## src/rtl/mem_port_arbiter.sv

```systemverilog
// Two-to-one round-robin arbiter sharing one block-memory port between the
// I-cache and D-cache miss/write-back interfaces, with per-port completion counters.
module mem_port_arbiter #(
  parameter int ADDR_W = 28,
  parameter int DATA_W = 128,
  parameter int CNT_W  = 16
) (
  input  logic              clk,
  input  logic              rst_n,

  input  logic              i_read,
  input  logic              i_write,
  input  logic [ADDR_W-1:0] i_addr,
  input  logic [DATA_W-1:0] i_wdata,
  output logic [DATA_W-1:0] i_rdata,
  output logic              i_ready,

  input  logic              d_read,
  input  logic              d_write,
  input  logic [ADDR_W-1:0] d_addr,
  input  logic [DATA_W-1:0] d_wdata,
  output logic [DATA_W-1:0] d_rdata,
  output logic              d_ready,

  output logic              mem_read,
  output logic              mem_write,
  output logic [ADDR_W-1:0] mem_addr,
  output logic [DATA_W-1:0] mem_wdata,
  input  logic [DATA_W-1:0] mem_rdata,
  input  logic              mem_ready,

  output logic [CNT_W-1:0]  cnt_i,
  output logic [CNT_W-1:0]  cnt_d,
  output logic [1:0]        dbg_state
);

  // Handshake: a requester raises read and/or write with address and wdata and
  // holds them stable until it sees its ready high for one cycle; that cycle is
  // the completion. Dropping both read and write before ready aborts the request.
  // Downstream uses the same contract, with mem_ready as the completion strobe.

  typedef enum logic [1:0] {
    IDLE  = 2'd0,
    GNT_I = 2'd1,
    GNT_D = 2'd2,
    GAP   = 2'd3
  } state_e;

  typedef enum logic {
    SIDE_I = 1'b0,
    SIDE_D = 1'b1
  } side_e;

  localparam logic [CNT_W-1:0] CNT_ONE = {{(CNT_W-1){1'b0}}, 1'b1};

  state_e           state_q, state_d;
  side_e            last_q, last_d;
  logic [CNT_W-1:0] cnt_i_q, cnt_i_d;
  logic [CNT_W-1:0] cnt_d_q, cnt_d_d;

  logic i_req;
  logic d_req;

  assign i_req = i_read | i_write;
  assign d_req = d_read | d_write;

  always_comb begin
    state_d   = state_q;
    last_d    = last_q;
    cnt_i_d   = cnt_i_q;
    cnt_d_d   = cnt_d_q;
    mem_read  = 1'b0;
    mem_write = 1'b0;
    mem_addr  = '0;
    mem_wdata = '0;
    i_ready   = 1'b0;
    d_ready   = 1'b0;

    case (state_q)
      IDLE: begin
        // On a tie the side that did not complete last wins.
        if (i_req && d_req) begin
          state_d = (last_q == SIDE_D) ? GNT_I : GNT_D;
        end else if (i_req) begin
          state_d = GNT_I;
        end else if (d_req) begin
          state_d = GNT_D;
        end
      end

      GNT_I: begin
        mem_read  = i_read & ~i_write;
        mem_write = i_write;
        mem_addr  = i_addr;
        mem_wdata = i_wdata;
        if (mem_ready) begin
          i_ready = 1'b1;
          last_d  = SIDE_I;
          if (cnt_i_q != {CNT_W{1'b1}}) begin
            cnt_i_d = cnt_i_q + CNT_ONE;
          end
          state_d = GAP;
        end else if (!i_req) begin
          state_d = IDLE;
        end
      end

      GNT_D: begin
        mem_read  = d_read & ~d_write;
        mem_write = d_write;
        mem_addr  = d_addr;
        mem_wdata = d_wdata;
        if (mem_ready) begin
          d_ready = 1'b1;
          last_d  = SIDE_D;
          if (cnt_d_q != {CNT_W{1'b1}}) begin
            cnt_d_d = cnt_d_q + CNT_ONE;
          end
          state_d = GAP;
        end else if (!d_req) begin
          state_d = IDLE;
        end
      end

      GAP: begin
        state_d = IDLE;
      end

      default: begin
        state_d = IDLE;
      end
    endcase
  end

  always_ff @(posedge clk or negedge rst_n) begin
    if (!rst_n) begin
      state_q <= IDLE;
      last_q  <= SIDE_D;
      cnt_i_q <= '0;
      cnt_d_q <= '0;
    end else begin
      state_q <= state_d;
      last_q  <= last_d;
      cnt_i_q <= cnt_i_d;
      cnt_d_q <= cnt_d_d;
    end
  end

  assign i_rdata   = mem_rdata;
  assign d_rdata   = mem_rdata;
  assign cnt_i     = cnt_i_q;
  assign cnt_d     = cnt_d_q;
  assign dbg_state = state_q;

endmodule
```

## config.mk

```make
export PLATFORM = sky130hd
export DESIGN_NAME = mem_port_arbiter
export DESIGN_NICKNAME = d
export VERILOG_FILES = /design/src/rtl/mem_port_arbiter.sv
export SDC_FILE = /design/constraint.sdc
export NUM_CORES = 1
export LEC_CHECK = 0
export CORE_AREA = 2 2 351 353
export CTS_BUF_LIST = sky130_fd_sc_hd__clkbuf_8
export CTS_CLUSTER_SIZE = 30
export DETAILED_ROUTE_END_ITERATION = 8
export DIE_AREA = 0 0 353 355
export REMOVE_ABC_BUFFERS = 1
export SYNTH_ARGS = -nofsm -noshare
export SYNTH_HDL_FRONTEND = slang
export SYNTH_SLANG_ARGS = --single-unit
```

## constraint.sdc

```tcl
create_clock -name clk -period 2.4 [get_ports clk]
set_input_delay 0.48 -clock clk [delete_from_list [all_inputs] [get_ports clk]]
set_output_delay 0.48 -clock clk [all_outputs]
set_load 0.02 [all_outputs]
```

==> results.txt <==
----------------------------------------------------
[Setup path]
  Category of the most critical setup path ... reg -> out
  Peak fanout along the critical path ... 8
  Worst endpoint data arrival time ... ~2.1 ns
  R2R Setup Slk ... 0.22 ns
  Sort of element at the end of the critical path ... output port
  CP startpoint kind ... flop
  Worst Path Required ... 1.92 ns

[Yosys]
  Post-synth ARST share ... 100%
  Synth top area share ... 31.3%
  Number of different library cells in the post-synthesis netlist ... 47
  Largest area contributor in the netlist ... sky130_fd_sc_hd__buf_4
  Count of warnings emitted by yosys ... 0
  Number of cells produced by synthesis ... 791
  Largest cells by area after synthesis ... sky130_fd_sc_hd__buf_4 31%, sky130_fd_sc_hd__a22oi_1 19%, sky130_fd_sc_hd__nor2b_1 16%
  Summed instance area of the synthesized netlist ... 6130 sq um
  Dominant cell by count in the synthesized netlist ... sky130_fd_sc_hd__buf_4
  Sequential area share after synthesis ... 14.3%
  Number of enable-type register cells in the synthesized netlist ... 0
  #FFs+latches synth ... 35
  Post-synth top cells ... 256 x sky130_fd_sc_hd__buf_4, 157 x sky130_fd_sc_hd__a22oi_1, 157 x sky130_fd_sc_hd__nor2b_1, 49 x sky130_fd_sc_hd__clkbuf_1, 34 x sky130_fd_sc_hd__dfrtp_1
  Ys flop type ... sky130_fd_sc_hd__dfrtp_1
  Post-synthesis average cell area ... 7.75 sq um

[Worst hold path]
  Worst hold path type ... in -> async

[Pwr]
  Final Power ... between 15 and 20 mW
  Worst voltage drop across the vdd grid ... 0.000712 V
  Power Dens Cells ... 1260 nW/um^2
  Leak pwr ... 5.19 nW

[CTS]
  Clock tree from TritonCTS ... built
  Number of sinks driven by the clock tree ... 35
  CTS max path bufs ... 2
  Root Buffer Master ... sky130_fd_sc_hd__clkbuf_8
  Later-pin clock latency in the skew report ... 0.31 ns
  CTS H-Tree Depth ... 2
  Total CTS buffers ... 5
  Clock edge transition at the registers on the reported setup and hold paths ... 0.08 ns

[Timing]
  Setup Viol. Count Final ... 104
  Clock Skews ... between 0.01 and 0.015 ns
  Number of endpoints with negative hold slack in the final report ... 0
  Clock period minus worst slack ... 2.55 ns
  Smallest setup slack after layout ... -0.150 ns
  Worst Tran Pin Value ... 0.461 ns
  Relative slew slack ... 69.2%
  Unrepaired setup endpoints after global routing ... true
  Achievable clock frequency ... ~390 MHz
  Final-report max-slew violation count ... 0
  Final Cycle Share ... 106%

[Floorplan]
  Die Outline Area ... 125000 sq um
  Placeable core region ... between 100000 and 150000 sq um
  Number of cell rows ... 128
  Die Height ... roughly 360 microns
  Width of the die ... roughly 350 microns
  Starting utilization of the core area ... 5.05%
  IO Pins ... 897

[Run status]
  Violations in the final reports ... setup timing
  Result of the run ... complete, but fails checks

[Drt]
  Number of DRC violations after detailed-routing iteration 0 ... 582
  Number of vias in the routed layout ... 8359
  Residual antenna-violating net count after detailed routing ... 0
  Final WL ... approximately 120000 microns
  Post-route DRC ... 0
  Post-DR vias/cell ... 3.03
  Routed wirelength normalized by instance count ... 44.5 microns
  Number of optimization iterations in the first detailed-route pass ... 5

[Place]
  Final GP Congestion ... 0.851
  Placed inst area ... roughly 13000 sq um
  Half-perimeter wire length of the detailed placement result ... 101000 microns
  # port buffers ... 512

[Layout]
  Fillcell total ... 13797
  Post-layout net count ... roughly 1600
  Layout-stage area growth over the synthesis result ... 147%
  Share of final-layout standard cells stronger than drive strength 1 ... a little under half
  Total non-filler cell area in the finished layout ... 15200 sq um

[Flow run]
  Max-cap violation count ... 0

[Global route]
  GRT Residual Overflow ... 0
  Total track usage ... 18.5%
  First-pass GRT wire length ... 141000 microns
  Antenna violations before repair ... 29
  Largest net degree at the start of global routing ... 46
  Number of global-route vias before repair ... approximately 8500

----------------------------------------------------
[flip-flops by register name, indices dropped and copies added, names as in the netlist]
| register | flops |
|---|---|
| cnt_d | 16 |
| cnt_i | 16 |
| dbg_state | 2 |
| last_q | 1 |
[layer usage]
metal,wire [microns],GRT usage (%)
met1,45800,19.8
met2,45100,24.0
met3,27300,19.8
met4,3560,4.42
met5,842,4.38
[placed cells by master (no fill, tap or decap), types with 27 or more instances in the layout]
cell type	synthesis	final
sky130_fd_sc_hd__a22oi_2	0	130
sky130_fd_sc_hd__buf_16	0	27
sky130_fd_sc_hd__clkdlybuf4s50_1	0	349
sky130_fd_sc_hd__a22oi_1	157	27
sky130_fd_sc_hd__dfrtp_1	34	34
sky130_fd_sc_hd__nor2b_2	0	67
sky130_fd_sc_hd__buf_12	0	126
sky130_fd_sc_hd__buf_4	256	51
sky130_fd_sc_hd__nor2b_4	0	34
sky130_fd_sc_hd__nor2b_1	157	56
[stage by stage]
step / std cells / setup TNS (ns) / setup WS, ns / util, % / hold WS, ns
5_1_grt: 2751 / -14.66 / -0.214 / 12.5 / 0.135
6_report: 2755 / -6.61 / -0.150 / 12.5 / 0.131
4_1_cts: 2718 / -12.75 / -0.202 / 12.1 / 0.122
3_5_place_dp: 2659 / -2.88 / -0.266 / 10.4 / 0.463
2_1_floorplan: 481 / -421.95 / -2.51 / - / 0.184
3_3_place_gp: 2659 / -5.37 / -0.321 / 10.4 / 0.467
[cells by family after synthesis]
kind of cell,share of synthesized area [%]
fa+ha+maj,1.02
buf+inv,35.1
flops,14.3
xor+xnor,4.00
compound gates,20.5
mux,0.775
simple gates,24.3
[report_power, final]
group / internal (mW) / switching [mW] / total (mW)
Clock: 0.195 / 0.241 / 0.436
Sequential: 0.696 / 0.141 / 0.837
Combinational: 8.99 / 8.88 / 17.9
[path summary, 6_finish.rpt]
check	from	endpoint	cells past startpoint
worst max-delay path	dbg_state[0]	mem_wdata[58]	9
min in group clk	last_q	last_q	2
worst max register to register	dbg_state[1]	cnt_i[7]	8
worst min-delay path	rst_n	dbg_state[1]	2
max in group asynchronous	rst_n	last_q	2
worst min register to register	last_q	last_q	2
[layout make-up]
| class | instances | area [sq um] | share of cell area [%] |
|---|---|---|---|
| clock buffer | 5 | 68.8 | 0.454 |
| clock inverter | 3 | 12.5 | 0.0825 |
| sequential | 35 | 877 | 5.78 |
| tap | 1625 | 2030 | 13.4 |
| multi-input combinational | 440 | 4220 | 27.8 |
| timing repair buffer | 626 | 7900 | 52.1 |
| antenna | 15 | 37.5 | 0.248 |
| inverter | 6 | 22.5 | 0.149 |
[critical path, stage by stage (launching register included)]
cell and delay (ns):
sky130_fd_sc_hd__dfrtp_1 0.41, sky130_fd_sc_hd__buf_6 0.13, sky130_fd_sc_hd__ha_4 0.17, sky130_fd_sc_hd__buf_12 0.15, sky130_fd_sc_hd__buf_12 0.15, sky130_fd_sc_hd__buf_8 0.14
sky130_fd_sc_hd__buf_6 0.11, sky130_fd_sc_hd__a22oi_2 0.23, sky130_fd_sc_hd__nor2b_2 0.09, sky130_fd_sc_hd__buf_12 0.14
[repair_timing]
action                                  in CTS  in global routing
gates cloned                                25                  9
gates resized for setup                    478                107
pin swaps                                   57                 40
endpoints found under the setup margin     154                149
hold buffers                                 0                  0
setup buffers                               29                 20
Power figures use the tool's default switching activity.
